### config.mk
export PLATFORM = sky130hd
export DESIGN_NAME = bcd_operand_entry
export DESIGN_NICKNAME = d
export VERILOG_FILES = /design/src/rtl/bcd_pkg.sv /design/src/rtl/key_debounce.sv /design/src/rtl/bcd_operand_entry.sv
export SDC_FILE = /design/constraint.sdc
export NUM_CORES = 1
export LEC_CHECK = 0
export CAP_MARGIN = 10
export CORE_ASPECT_RATIO = 2
export CORE_MARGIN = 2
export CORE_UTILIZATION = 25
export CTS_BUF_LIST = sky130_fd_sc_hd__clkbuf_2 sky130_fd_sc_hd__clkbuf_4 sky130_fd_sc_hd__clkbuf_8
export CTS_CLUSTER_SIZE = 40
export DETAILED_ROUTE_END_ITERATION = 8
export GPL_TIMING_DRIVEN = 0
export RECOVER_POWER = 100
export SYNTH_ARGS = -nofsm -noshare
export SYNTH_HDL_FRONTEND = slang
export SYNTH_SLANG_ARGS = --single-unit
### constraint.sdc
create_clock -name CLOCK_50 -period 5.98 [get_ports CLOCK_50]
set_input_delay 1.196 -clock CLOCK_50 [delete_from_list [all_inputs] [get_ports CLOCK_50]]
set_output_delay 1.196 -clock CLOCK_50 [all_outputs]
set_load 0.02 [all_outputs]
### src/rtl/bcd_pkg.sv
// Shared definitions for the BCD adder/subtractor front end: digit type,
// key indices, entry FSM encoding and the 7-segment patterns used by the
// display stage.
package bcd_pkg;

    // One packed BCD digit; legal values are 0..9.
    typedef logic [3:0] bcd_digit_t;

    // Bit positions of the pushbuttons within KEY.
    localparam int KEY_INC    = 0;
    localparam int KEY_NEXT   = 1;
    localparam int KEY_CLR    = 2;
    localparam int KEY_COMMIT = 3;

    // Entry FSM: EDIT while the user builds operands, HOLD while a committed
    // snapshot waits for the consumer.
    typedef enum logic {
        EDIT = 1'b0,
        HOLD = 1'b1
    } entry_state_t;

    // The single edit action taken in a cycle after priority resolution.
    typedef enum logic [2:0] {
        ACT_NONE   = 3'd0,
        ACT_INC    = 3'd1,
        ACT_NEXT   = 3'd2,
        ACT_CLR    = 3'd3,
        ACT_COMMIT = 3'd4
    } edit_action_t;

    // Active-low 7-segment patterns {g,f,e,d,c,b,a} for digits 0..9.
    localparam logic [6:0] Seg0 = 7'b1000000;
    localparam logic [6:0] Seg1 = 7'b1111001;
    localparam logic [6:0] Seg2 = 7'b0100100;
    localparam logic [6:0] Seg3 = 7'b0110000;
    localparam logic [6:0] Seg4 = 7'b0011001;
    localparam logic [6:0] Seg5 = 7'b0010010;
    localparam logic [6:0] Seg6 = 7'b0000010;
    localparam logic [6:0] Seg7 = 7'b1111000;
    localparam logic [6:0] Seg8 = 7'b0000000;
    localparam logic [6:0] Seg9 = 7'b0010000;

    // Decimal increment of one digit: 9 wraps to 0. Anything out of range is
    // also folded back to 0 so a digit can never leave 0..9.
    function automatic bcd_digit_t bcd_inc(input bcd_digit_t d);
        return (d >= 4'd9) ? 4'd0 : d + 4'd1;
    endfunction

endpackage

### src/rtl/key_debounce.sv
// Debounce one raw active-low pushbutton and emit a single-cycle pulse when
// the button becomes stably pressed. Release produces no pulse.
// DEBOUNCE_CYCLES must be at least 2 and 2**CNT_W must exceed it.
module key_debounce #(
    parameter int DEBOUNCE_CYCLES = 500000,
    parameter int CNT_W           = 19
) (
    input  logic CLOCK_50,
    input  logic RESET,
    input  logic key_n,
    output logic press
);

    localparam logic [CNT_W-1:0] CNT_LAST = CNT_W'(DEBOUNCE_CYCLES - 1);

    logic             sync_meta;
    logic             sync_q;
    logic             stable_q;
    logic [CNT_W-1:0] cnt_q;

    // Two-flop synchronizer; resets to "released" so reset release is quiet.
    // NOTE: sequential state uses non-blocking assignments so every flop
    // samples the pre-edge value of its source, regardless of statement order.
    always_ff @(posedge CLOCK_50 or posedge RESET) begin
        if (RESET) begin
            sync_meta <= 1'b1;
            sync_q    <= 1'b1;
        end else begin
            sync_meta <= key_n;
            sync_q    <= sync_meta;
        end
    end

    // Count consecutive samples that disagree with the accepted level; after
    // DEBOUNCE_CYCLES of them the new level is accepted. A 1->0 acceptance
    // fires the press pulse in the same edge as the level flip.
    always_ff @(posedge CLOCK_50 or posedge RESET) begin
        if (RESET) begin
            stable_q <= 1'b1;
            cnt_q    <= '0;
            press    <= 1'b0;
        end else begin
            press <= 1'b0;
            if (sync_q != stable_q) begin
                if (cnt_q == CNT_LAST) begin
                    stable_q <= sync_q;
                    cnt_q    <= '0;
                    press    <= stable_q & ~sync_q;
                end else begin
                    cnt_q <= cnt_q + CNT_W'(1);
                end
            end else begin
                cnt_q <= '0;
            end
        end
    end

endmodule

### src/rtl/bcd_operand_entry.sv
// Pushbutton operand entry for the two-digit BCD adder/subtractor. Four
// debounced keys edit a live 4-digit working value {A10,A1,B10,B1}; a commit
// snapshots it (plus the add/sub select) and offers it downstream through a
// VALID/READY handshake.
module bcd_operand_entry
    import bcd_pkg::*;
#(
    parameter int DEBOUNCE_CYCLES = 500000,
    parameter int CNT_W           = 19
) (
    input  logic        CLOCK_50,
    input  logic        RESET,
    input  logic [3:0]  KEY,
    input  logic        OP_SUB_IN,
    input  logic        READY,
    output logic [15:0] EDIT_DIGITS,
    output logic [1:0]  CURSOR,
    output logic [7:0]  A_BCD,
    output logic [7:0]  B_BCD,
    output logic        OP_SUB,
    output logic        VALID
);

    logic [3:0]   press;
    edit_action_t action;
    entry_state_t state_q;
    entry_state_t state_d;
    logic         load_snap;

    // Working digits indexed by cursor position: 0=A10, 1=A1, 2=B10, 3=B1.
    bcd_digit_t   digit_q [4];
    logic [1:0]   cursor_q;

    logic [7:0]   a_q;
    logic [7:0]   b_q;
    logic         op_q;

    // One conditioner per pushbutton.
    for (genvar k = 0; k < 4; k++) begin : g_key
        key_debounce #(
            .DEBOUNCE_CYCLES (DEBOUNCE_CYCLES),
            .CNT_W           (CNT_W)
        ) u_key_debounce (
            .CLOCK_50 (CLOCK_50),
            .RESET    (RESET),
            .key_n    (KEY[k]),
            .press    (press[k])
        );
    end

    // Resolve coincident presses to one action: clear > commit > next > inc.
    // NOTE: every signal written in always_comb gets a default first, so no
    // path leaves it unassigned and no latch is inferred.
    always_comb begin
        action = ACT_NONE;
        if (press[KEY_CLR]) begin
            action = ACT_CLR;
        end else if (press[KEY_COMMIT]) begin
            action = ACT_COMMIT;
        end else if (press[KEY_NEXT]) begin
            action = ACT_NEXT;
        end else if (press[KEY_INC]) begin
            action = ACT_INC;
        end
    end

    // Entry FSM state register.
    always_ff @(posedge CLOCK_50 or posedge RESET) begin
        if (RESET) begin
            state_q <= EDIT;
        end else begin
            state_q <= state_d;
        end
    end

    // Entry FSM next state: commit is honoured only in EDIT; HOLD leaves on
    // the handshake. A commit seen in HOLD is dropped, not queued.
    always_comb begin
        state_d   = state_q;
        load_snap = 1'b0;
        case (state_q)
            EDIT: begin
                if (action == ACT_COMMIT) begin
                    state_d   = HOLD;
                    load_snap = 1'b1;
                end
            end
            HOLD: begin
                if (READY) begin
                    state_d = EDIT;
                end
            end
            default: begin
                state_d = EDIT;
            end
        endcase
    end

    // Working digits and cursor follow the resolved edit action in any state.
    // NOTE: the digit array is only four small registers, so it is reset like
    // any other state; a large RAM-style array would be left unreset instead.
    always_ff @(posedge CLOCK_50 or posedge RESET) begin
        if (RESET) begin
            for (int i = 0; i < 4; i++) begin
                digit_q[i] <= '0;
            end
            cursor_q <= 2'd0;
        end else begin
            case (action)
                ACT_INC: begin
                    digit_q[cursor_q] <= bcd_inc(digit_q[cursor_q]);
                end
                ACT_NEXT: begin
                    cursor_q <= cursor_q + 2'd1;
                end
                ACT_CLR: begin
                    for (int i = 0; i < 4; i++) begin
                        digit_q[i] <= '0;
                    end
                    cursor_q <= 2'd0;
                end
                default: begin
                end
            endcase
        end
    end

    // Committed snapshot; held constant for the whole of HOLD and kept after
    // the transfer until the next commit.
    always_ff @(posedge CLOCK_50 or posedge RESET) begin
        if (RESET) begin
            a_q  <= 8'h00;
            b_q  <= 8'h00;
            op_q <= 1'b0;
        end else if (load_snap) begin
            a_q  <= {digit_q[0], digit_q[1]};
            b_q  <= {digit_q[2], digit_q[3]};
            op_q <= OP_SUB_IN;
        end
    end

    // VALID is decoded straight from the state flop so RESET drops it at once.
    assign VALID       = (state_q == HOLD);
    assign EDIT_DIGITS = {digit_q[0], digit_q[1], digit_q[2], digit_q[3]};
    assign CURSOR      = cursor_q;
    assign A_BCD       = a_q;
    assign B_BCD       = b_q;
    assign OP_SUB      = op_q;

endmodule

# [After elaboration in Yosys (flattened, before gate mapping)]
# Index checks and enable logic that the tools add are counted.
[word_totals] elab_cells=100 input_bits=8 regBits=128
[classes] n_addsub=6 n_lt_le_gt_ge=3 bitwise_logic=10 muxes=33 eq_ne=12 n_reduce_logical=7
[ops] operator="two-way mux 19 bit" n=8
[ops] operator="adder 19 x 1 -> 19 bit, second input constant" n=4
[ops] operator="equality test 19 bit, second input constant" n=4
[ops] operator="case mux 16 bit (2 select lines)" n=1
[ops] operator="bitwise mux 16 bit" n=1
[ops] operator="two-way mux 4 bit" n=4
[ops] operator="two-way mux 1 bit" n=12
[ops] operator="binary-select mux 4 bit (select 2 bit)" n=1
[ops] operator="demux 4 bit (select 2 bit)" n=1
[ops] operator="AND reduction 2 bit" n=4
[ops] operator="equality test 3 x 2 -> 1 bit, second input constant" n=2
[ops] operator="two-way mux 3 bit" n=2
[ops] operator="inverter 1 bit" n=5
[ops] operator="adder 4 x 1 -> 4 bit, second input constant" n=1
[ops] operator="bitwise AND 1 bit" n=4
[ops] operator=">= comparator 4 bit, second input constant" n=1
[ops] operator="inequality test 1 bit" n=4
[ops] operator="case mux 2 bit (2 select lines)" n=1
[ops] operator="nonzero test 2 bit" n=2
[ops] operator="equality test 3 x 1 -> 1 bit, second input constant" n=1
[ops] operator="equality test 3 bit, second input constant" n=1
[ops] operator=">= comparator 3 bit, second input constant" n=1
[ops] operator="< comparator 3 x 1 -> 1 bit, second input constant" n=1
[ops] operator="inverter 2 -> 3 bit" n=1
[ops] operator="4 further kinds" n=4

# [Longest topological paths before layout]
# Gate-level depths: netlist of the first run.
[depth] word_depth=8 ltp_mapped=8 mapped_depth_nobuf=7

# [Hierarchy]
# From an unflattened synthesis of the first run, not the netlist that was laid out.
[unflattened] cells_unflattened=567 hier_area_um2=6318.6
[by_module_without_submodules] mod="key_debounce" n_inst=4 cells_per_inst=106 area_each_um2=1141.1
[by_module_without_submodules] mod="bcd_operand_entry" n_inst=1 cells_per_inst=143 area_each_um2=1754.2

# [Worst setup path after synthesis of the first run]
# OpenSTA, ideal clock, no wires.
[synth_path] path_type="flip-flop to flip-flop" from="reg cursor_q[0] (netlist: CURSOR[0])" to="reg digit_q (netlist bit EDIT_DIGITS[0])" path_slack_ns=3.536 n_path_buf=1 stages_incl_launch_ff=9 arrival_ns=2.366 synth_period_minus_slack_ns=2.444 setup_time_ns=0.078 cell_sequence="dfrtp_1 -> clkbuf_1 -> mux4_2 -> inv_1 -> ha_1 -> nand2b_1 -> o21ai_1 -> nand3_1 -> a21oi_1"
[synth_between] elab_chain_cells=8 elab_cells_between_ends=14
[synth_rtl] item="from (decl)" line_no="bcd_operand_entry.sv:32" text="logic [1:0] cursor_q;"
[synth_rtl] item="from (signal assigned)" line_no="bcd_operand_entry.sv:114" text="cursor_q <= cursor_q + 2'd1;"
[synth_rtl] item="inverter 2 -> 3 bit (implied by the code) (*)" line_no="bcd_operand_entry.sv:111" text="digit_q[cursor_q] <= bcd_inc(digit_q[cursor_q]);"
[synth_rtl] item="binary-select mux 4 bit (select 2 bit)" line_no="bcd_operand_entry.sv:111"
[synth_rtl] item="two-way mux 4 bit (implied by the code) (2 in a row)" line_no="bcd_operand_entry.sv:111"
[synth_rtl] item="adder 4 x 1 -> 4 bit / >= comparator 4 bit (equally long branches)" line_no="bcd_pkg.sv:46" text="return (d >= 4'd9) ? 4'd0 : d + 4'd1;"
[synth_rtl] item="two-way mux 4 bit" line_no="bcd_pkg.sv:46"
[synth_rtl] item="bitwise mux 16 bit (*)" line_no="bcd_operand_entry.sv:111"
[synth_rtl] item="case mux 16 bit (2 select lines) (*)" line_no="bcd_operand_entry.sv:109" text="case (action)"
[synth_rtl] item="to (signal, indexed assignment)" line_no="bcd_operand_entry.sv:111"
[synth_rtl] item="to (decl)" line_no="bcd_operand_entry.sv:31" text="bcd_digit_t digit_q [4];"
# Every way passes the cells marked *; elsewhere a longest branch is shown, timed or not. The select of a mux whose other input is x is not followed.
# A chain may end at the register's enable or synchronous reset.

==> flow_metrics.py, run 1 <==
metrics = {
    "status": {
        "status": "complete, but fails checks",
        "violations": "max-capacitance violations, max-slew violations",
    },
    "placement": {
        "place_ws_ns": 3.18,
        "placed_area_sq_mm": 0.00697,
        "gp_congestion": 0.803,
        "portBuffers": 43,
        "dp_hpwl_um": 9640,
    },
    "cts": {
        "cts_made_buffers": 17,
        "cts_resized": 0,
        "cts.path.max_buffers": 2,
        "cts_setup_buffers": 0,
        "htree_levels": 4,
        "clk_pin_slew_ns": 0.08,
        "postCtsHoldBufs": 0,
        "clk_latency_ns": 0.46,
        "clockRootBuffer": "clkbuf_8",
        "cts_tree": "done",
        "cts.sinks": 128,
    },
    "global_route": {
        "antenna_found_initial": 1,
        "grt_pass1_vias": 4598,
        "grt.overflow.total": 0,
        "grt_pass1_wl_um": 22000,
        "grt_max_degree": 78,
        "grt_usage_pct": 10.9,
    },
    "synth": {
        "synth_area_per_cell_sq_um": 10.4,
        "synthSimpleGateAreaFrac_pct": 21.3,
        "ys_ff_latch": 128,
        "synthArstFlopShare_pct": 100,
        "synth_compound_area_share_pct": 6.60,
        "yosysWarnings": 0,
        "ys_top_cells_by_area": "dfrtp_1 (47%), dfstp_2 (5.1%), xnor2_1 (4.8%)",
        "synth_area_sq_mm": 0.00614,
        "synthMostInstantiatedCell": "dfrtp_1",
        "synth_edf_count": 0,
        "synth_xor_xnor_area_share_pct": 6.98,
        "synth_fp_nets": 620,
        "synth_area_leader_cell": "dfrtp_1",
        "synth_top_family_by_area": "simple AND/OR/NAND/NOR gates",
        "yosysTopAreaCellShare_pct": 47.2,
        "seq_area_frac_synth_pct": 52.4,
        "synth_cell_types": 44,
        "synthMuxAreaShare_pct": 5.60,
        "synth_cells": 593,
        "synthAdderAreaFrac_pct": 3.87,
        "synthFlopType": "dfrtp_1",
        "yosys-top-cells-count": "dfrtp_1 (116), nor2_1 (78), nand2_1 (38)",
    },
    "worst_setup_path": {
        "reg2reg_slack_ns": 3.00,
        "endpoint_kind": "async pin",
        "reg2regPathDepth": 8,
        "max_stage_delay_ns": 1.37,
        "r2r_start": "CURSOR[0]$_DFFE_PP0P_",
        "cpMaxStageDelayCell": "clkinvlp_2",
        "crit_chain": "dlygate4sd3_1 -> clkinvlp_2 -> buf_16",
        "critPathKind": "in -> async",
        "r2r_end": "EDIT_DIGITS[1]$_DFFE_PP0P_",
        "crit_path_start_kind": "primary input",
        "endpoint": "g_key[3].u_key_debounce.sync_q$_DFF_PP1_",
        "path_max_fanout": 77,
        "crit_start": "RESET",
        "cp.required_ns": 6.55,
        "crit_arrival_ns": 3.58,
    },
    "finish": {
        "final_nets": 683,
        "final_cell_area_sq_mm": 0.00734,
        "area_growth_pct": 19.5,
        "drive_gt1_share_pct": 10.9,
        "fin_util_pct": 30.2,
    },
    "timing": {
        "slew_headroom_pct": -60.8,
        "fmax_ghz": 0.332,
        "worst_slack_ns": 2.97,
        "drv_slew": 52,
        "tightest_slew_ns": 2.40,
        "setup_viol": 0,
        "fin_setup_tns_ns": 0,
        "fin_crit_sh_pct": 50.3,
        "rsz0062_at_grt": "no",
        "hold_viol_final": 0,
        "fin_skew_ns": 0.0111,
        "min_period_ns": 3.01,
    },
    "routing": {
        "wirelength_met1_um": 4890,
        "wirelength_um": 13100,
        "wl_met2_um": 7550,
        "top_layer_used": "met4",
        "drt-initial-drc-count": 199,
        "wl_met3_um": 363,
        "ant_nets": 0,
        "vias": 4489,
        "drtPass1Iterations": 4,
        "drc": 0,
        "avgRoutedWirePerCell_um": 13.7,
        "viasPerCell": 4.68,
    },
    "die": {
        "chipWidth_um": 115,
        "row_count": 81,
        "fp.coreArea_sq_mm": 0.0243,
        "initial_core_util_pct": 25.3,
        "die_h_um": 226,
        "die_area_sq_mm": 0.0259,
        "ios": 44,
    },
    "flow_run": {
        "drv_cap": 1,
    },
    "pwr": {
        "vdd_drop_max_mv": 0.144,
        "power.total_mw": 1.69,
        "powerDensity_mw_per_mm2": 230,
        "leakagePower_nw": 3.00,
    },
    "min_path": {
        "hp-class": "reg -> reg",
        "hold_path_depth": 0,
    },
}
-- metal layers --
metal	vias up	track usage (%)
met5	-	0
met4	0	4.94
met3	18	2.98
met2	63	20.9
met1	2208	10.5
li1	2200	-
-- cell type report --
class,count,area (sq um)
multi-input cells,413,2700
well taps,290,363
inverters,34,129
flip-flops and latches,128,3220
repair buffers,44,458
fillers,2496,17000
diodes,1,2.50
clock buffers,18,248
clock inverters,14,159
plain buffers,18,67.6
-- state kept, by name, indices dropped and copies added (netlist names) --
name,cells
g_key.u_key_debounce.press,4
VALID,1
g_key.u_key_debounce.sync_q,4
A_BCD,8
EDIT_DIGITS,16
OP_SUB,1
CURSOR,2
B_BCD,8
g_key.u_key_debounce.cnt_q,76
g_key.u_key_debounce.sync_meta,4
g_key.u_key_debounce.stable_q,4
-- placed cells by master (no fill, tap or decap), types with 30 or more instances in the layout --
cell type | Yosys | layout
dfrtp_1 | 116 | 116
nor2_1 | 78 | 78
dlygate4sd3_1 | 0 | 41
nand2_1 | 38 | 38
xnor2_1 | 34 | 34
inv_1 | 34 | 33
nand3_1 | 31 | 33
a21oi_1 | 30 | 30
-- how the worst min path moves through the flow --
stage / from / to / slack, ns
6_report: g_key[1].u_key_debounce.sync_meta$_DFF_PP1_ / g_key[1].u_key_debounce.sync_q$_DFF_PP1_ / 0.36
5_1_grt: g_key[2].u_key_debounce.sync_meta$_DFF_PP1_ / g_key[2].u_key_debounce.sync_q$_DFF_PP1_ / 0.36
4_1_cts: g_key[2].u_key_debounce.sync_meta$_DFF_PP1_ / g_key[2].u_key_debounce.sync_q$_DFF_PP1_ / 0.36
3_5_place_dp: g_key[2].u_key_debounce.sync_meta$_DFF_PP1_ / g_key[2].u_key_debounce.sync_q$_DFF_PP1_ / 0.35
3_3_place_gp: g_key[0].u_key_debounce.sync_meta$_DFF_PP1_ / g_key[0].u_key_debounce.sync_q$_DFF_PP1_ / 0.35
2_1_floorplan: g_key[0].u_key_debounce.sync_meta$_DFF_PP1_ / g_key[0].u_key_debounce.sync_q$_DFF_PP1_ / 0.35
-- where the power goes --
group | switching, mW | total (mW) | leakage [nW] | internal [mW]
registers | 0.00782 | 0.884 | 1.74 | 0.877
logic | 0.0346 | 0.0490 | 1.08 | 0.0144
clock network | 0.369 | 0.754 | 0.188 | 0.385
total | 0.411 | 1.69 | 3.00 | 1.28
-- kinds of logic (layout without fill, tap and decap cells) --
group,count (synthesis),count (layout)
mux,27,27
xor+xnor,49,49
buf+inv,52,128
fa+ha+maj,19,19
simple gates,253,253
flops,128,128
other cells,0,1
compound gates,65,65
-- worst max-delay path: cells and delay by family --
family | cells | cell delay, ns
buffers and inverters | 3 | 2.32
-- stage by stage --
stage / cells / hold WS [ns]
6_report: 960 / 0.357
2_1_floorplan: 593 / 0.345
5_1_grt: 960 / 0.360
4_1_cts: 959 / 0.359
3_5_place_dp: 927 / 0.347
3_3_place_gp: 926 / 0.346
Power figures use the tool's default switching activity.
==> run 2, diff against run 1 <==
- clock period: 5.98 -> 2.94 ns (I/O delays scaled with it)
==> flow_metrics.py, run 2 (synthesized netlist as in run 1, its figures left out) <==
metrics = {
    "placement": {
        "place_ws_ns": 0.139,
        "dpl.cell_count": 929,
        "portBuffers": 43,
        "gp_congestion": 0.792,
        "dp_hpwl_um": 9450,
    },
    "timing": {
        "tightest_slew_ns": 1.05,
        "fin_skew_ns": 0.0125,
        "hold_viol_final": 0,
        "min_period_ns": 2.70,
        "rsz0062_at_grt": "no",
        "drv_slew": 0,
        "slew_headroom_pct": 29.5,
        "fin_crit_sh_pct": 91.9,
        "fmax_ghz": 0.370,
        "worst_slack_ns": 0.238,
        "setup_viol": 0,
    },
    "global_route": {
        "use_met2_pct": 20.7,
        "antenna_found_initial": 0,
        "grt_pass1_vias": 4586,
        "grt.overflow.total": 0,
        "grt_usage_pct": 10.9,
        "use_met1_pct": 10.7,
        "grt_max_degree": 43,
        "grt_pass1_wl_um": 22200,
        "use_met3_pct": 2.82,
        "busiest_layer": "met2",
    },
    "min_path": {
        "hp-class": "reg -> reg",
    },
    "pwr": {
        "leakagePower_nw": 3.01,
        "p_comb_share_pct": 2.8,
        "switching_power_mw": 0.821,
        "swShare_pct": 23.9,
        "powerDensity_mw_per_mm2": 468,
        "p_clk_share_pct": 44.8,
        "pwr-share-seq_pct": 52.3,
        "p_int_mw": 2.62,
        "vdd_drop_max_mv": 0.204,
    },
    "die": {
        "row_count": 81,
        "initial_core_util_pct": 25.3,
        "ios": 44,
        "die_area_sq_mm": 0.0259,
        "die_h_um": 226,
        "chipWidth_um": 115,
        "fp.coreArea_sq_mm": 0.0243,
    },
    "finish": {
        "final_nets": 685,
        "drive_gt1_share_pct": 11.6,
        "final_cells": 961,
        "final_common_cell": "dfrtp_1",
        "layout_common_cells": "dfrtp_1 (116), nor2_1 (78), dlygate4sd3_1 (41)",
        "regMostFlops": "g_key.u_key_debounce.cnt_q",
        "fin_util_pct": 30.2,
        "area_growth_pct": 19.5,
        "largest_reg_flops": 76,
        "antenna_cells": 0,
    },
    "cts": {
        "htree_levels": 4,
        "clk_pin_slew_ns": 0.08,
        "clk_latency_ns": 0.46,
        "clockRootBuffer": "clkbuf_8",
        "cts_setup_buffers": 0,
        "cts_resized": 0,
        "postCtsHoldBufs": 0,
        "cts_made_buffers": 17,
        "cts.sinks": 128,
        "cts.path.max_buffers": 2,
        "cts_tree": "done",
    },
    "routing": {
        "drc": 0,
        "ant_nets": 0,
        "avgRoutedWirePerCell_um": 13.4,
        "vias": 4518,
        "viasPerCell": 4.70,
        "wirelength_um": 12900,
        "drtPass1Iterations": 4,
        "drt-initial-drc-count": 186,
    },
    "worst_setup_path": {
        "critPathKind": "reg -> reg",
        "r2r_start": "CURSOR[0]$_DFFE_PP0P_",
        "crit_start": "CURSOR[0]$_DFFE_PP0P_",
        "path_max_fanout": 7,
        "reg2reg_slack_ns": 0.24,
        "cp.required_ns": 3.26,
        "crit_arrival_ns": 3.02,
        "endpoint_kind": "register",
        "reg2regPathDepth": 8,
        "crit_path_start_kind": "register",
        "r2r_end": "EDIT_DIGITS[14]$_DFFE_PP0P_",
        "endpoint": "EDIT_DIGITS[14]$_DFFE_PP0P_",
    },
    "flow_run": {
        "drv_cap": 0,
    },
    "status": {
        "status": "completed",
    },
}
## run 2: how the worst min path moves through the flow
stage	endpoint	slack [ns]	from	depth (start not counted)
floorplan	g_key[0].u_key_debounce.sync_q$_DFF_PP1_	0.35	g_key[0].u_key_debounce.sync_meta$_DFF_PP1_	0
global placement	g_key[2].u_key_debounce.sync_q$_DFF_PP1_	0.35	g_key[2].u_key_debounce.sync_meta$_DFF_PP1_	0
detailed placement	g_key[2].u_key_debounce.sync_q$_DFF_PP1_	0.35	g_key[2].u_key_debounce.sync_meta$_DFF_PP1_	0
CTS	g_key[2].u_key_debounce.sync_q$_DFF_PP1_	0.36	g_key[2].u_key_debounce.sync_meta$_DFF_PP1_	0
global route	g_key[2].u_key_debounce.sync_q$_DFF_PP1_	0.36	g_key[2].u_key_debounce.sync_meta$_DFF_PP1_	0
finish	g_key[2].u_key_debounce.sync_q$_DFF_PP1_	0.36	g_key[2].u_key_debounce.sync_meta$_DFF_PP1_	0
## run 2: power groups by stage
stage | sequential (mW) | combinational [mW] | clock, mW
5_1_grt | 1.80 | 0.116 | 1.67
3_5_place_dp | 1.83 | 0.113 | 0
3_3_place_gp | 1.83 | 0.101 | 0
4_1_cts | 1.80 | 0.113 | 1.60
6_report | 1.80 | 0.0977 | 1.54
2_1_floorplan | 1.83 | 0.0698 | 0
## run 2: metrics by stage
step	hold slack, ns	setup TNS [ns]	area [sq um]	power [mW]
2_1_floorplan	0.345	0	6150	1.90
5_1_grt	0.365	0	7340	3.59
3_3_place_gp	0.346	-56.30	6940	1.94
6_report	0.358	0	7340	3.44
3_5_place_dp	0.350	0	7000	1.95
4_1_cts	0.361	0	7410	3.52
## run 2: layer usage
layer | up-vias | wire [um]
met3 | 19 | 437
li1 | 2205 | -
met1 | 2210 | 4810
met2 | 84 | 7270
met5 | - | 0
met4 | 0 | 365
## run 2: cell type report
cell class              count  area (sq um)
clock inverters            12           136
flip-flops and latches    128          3220
inverters                  34           129
plain buffers              18          71.3
fillers                  2545         17000
repair buffers             46           450
well taps                 290           363
clock buffers              20           269
multi-input cells         413          2710
## run 2: worst max-delay path: stages (launching register included)
cell and delay [ns]:
dfrtp_1 0.41, clkbuf_1 0.44, mux4_2 0.62, inv_1 0.10, ha_1 0.13, nand2b_1 0.19
nand3_1 0.10, a41oi_1 0.43, a211oi_1 0.14
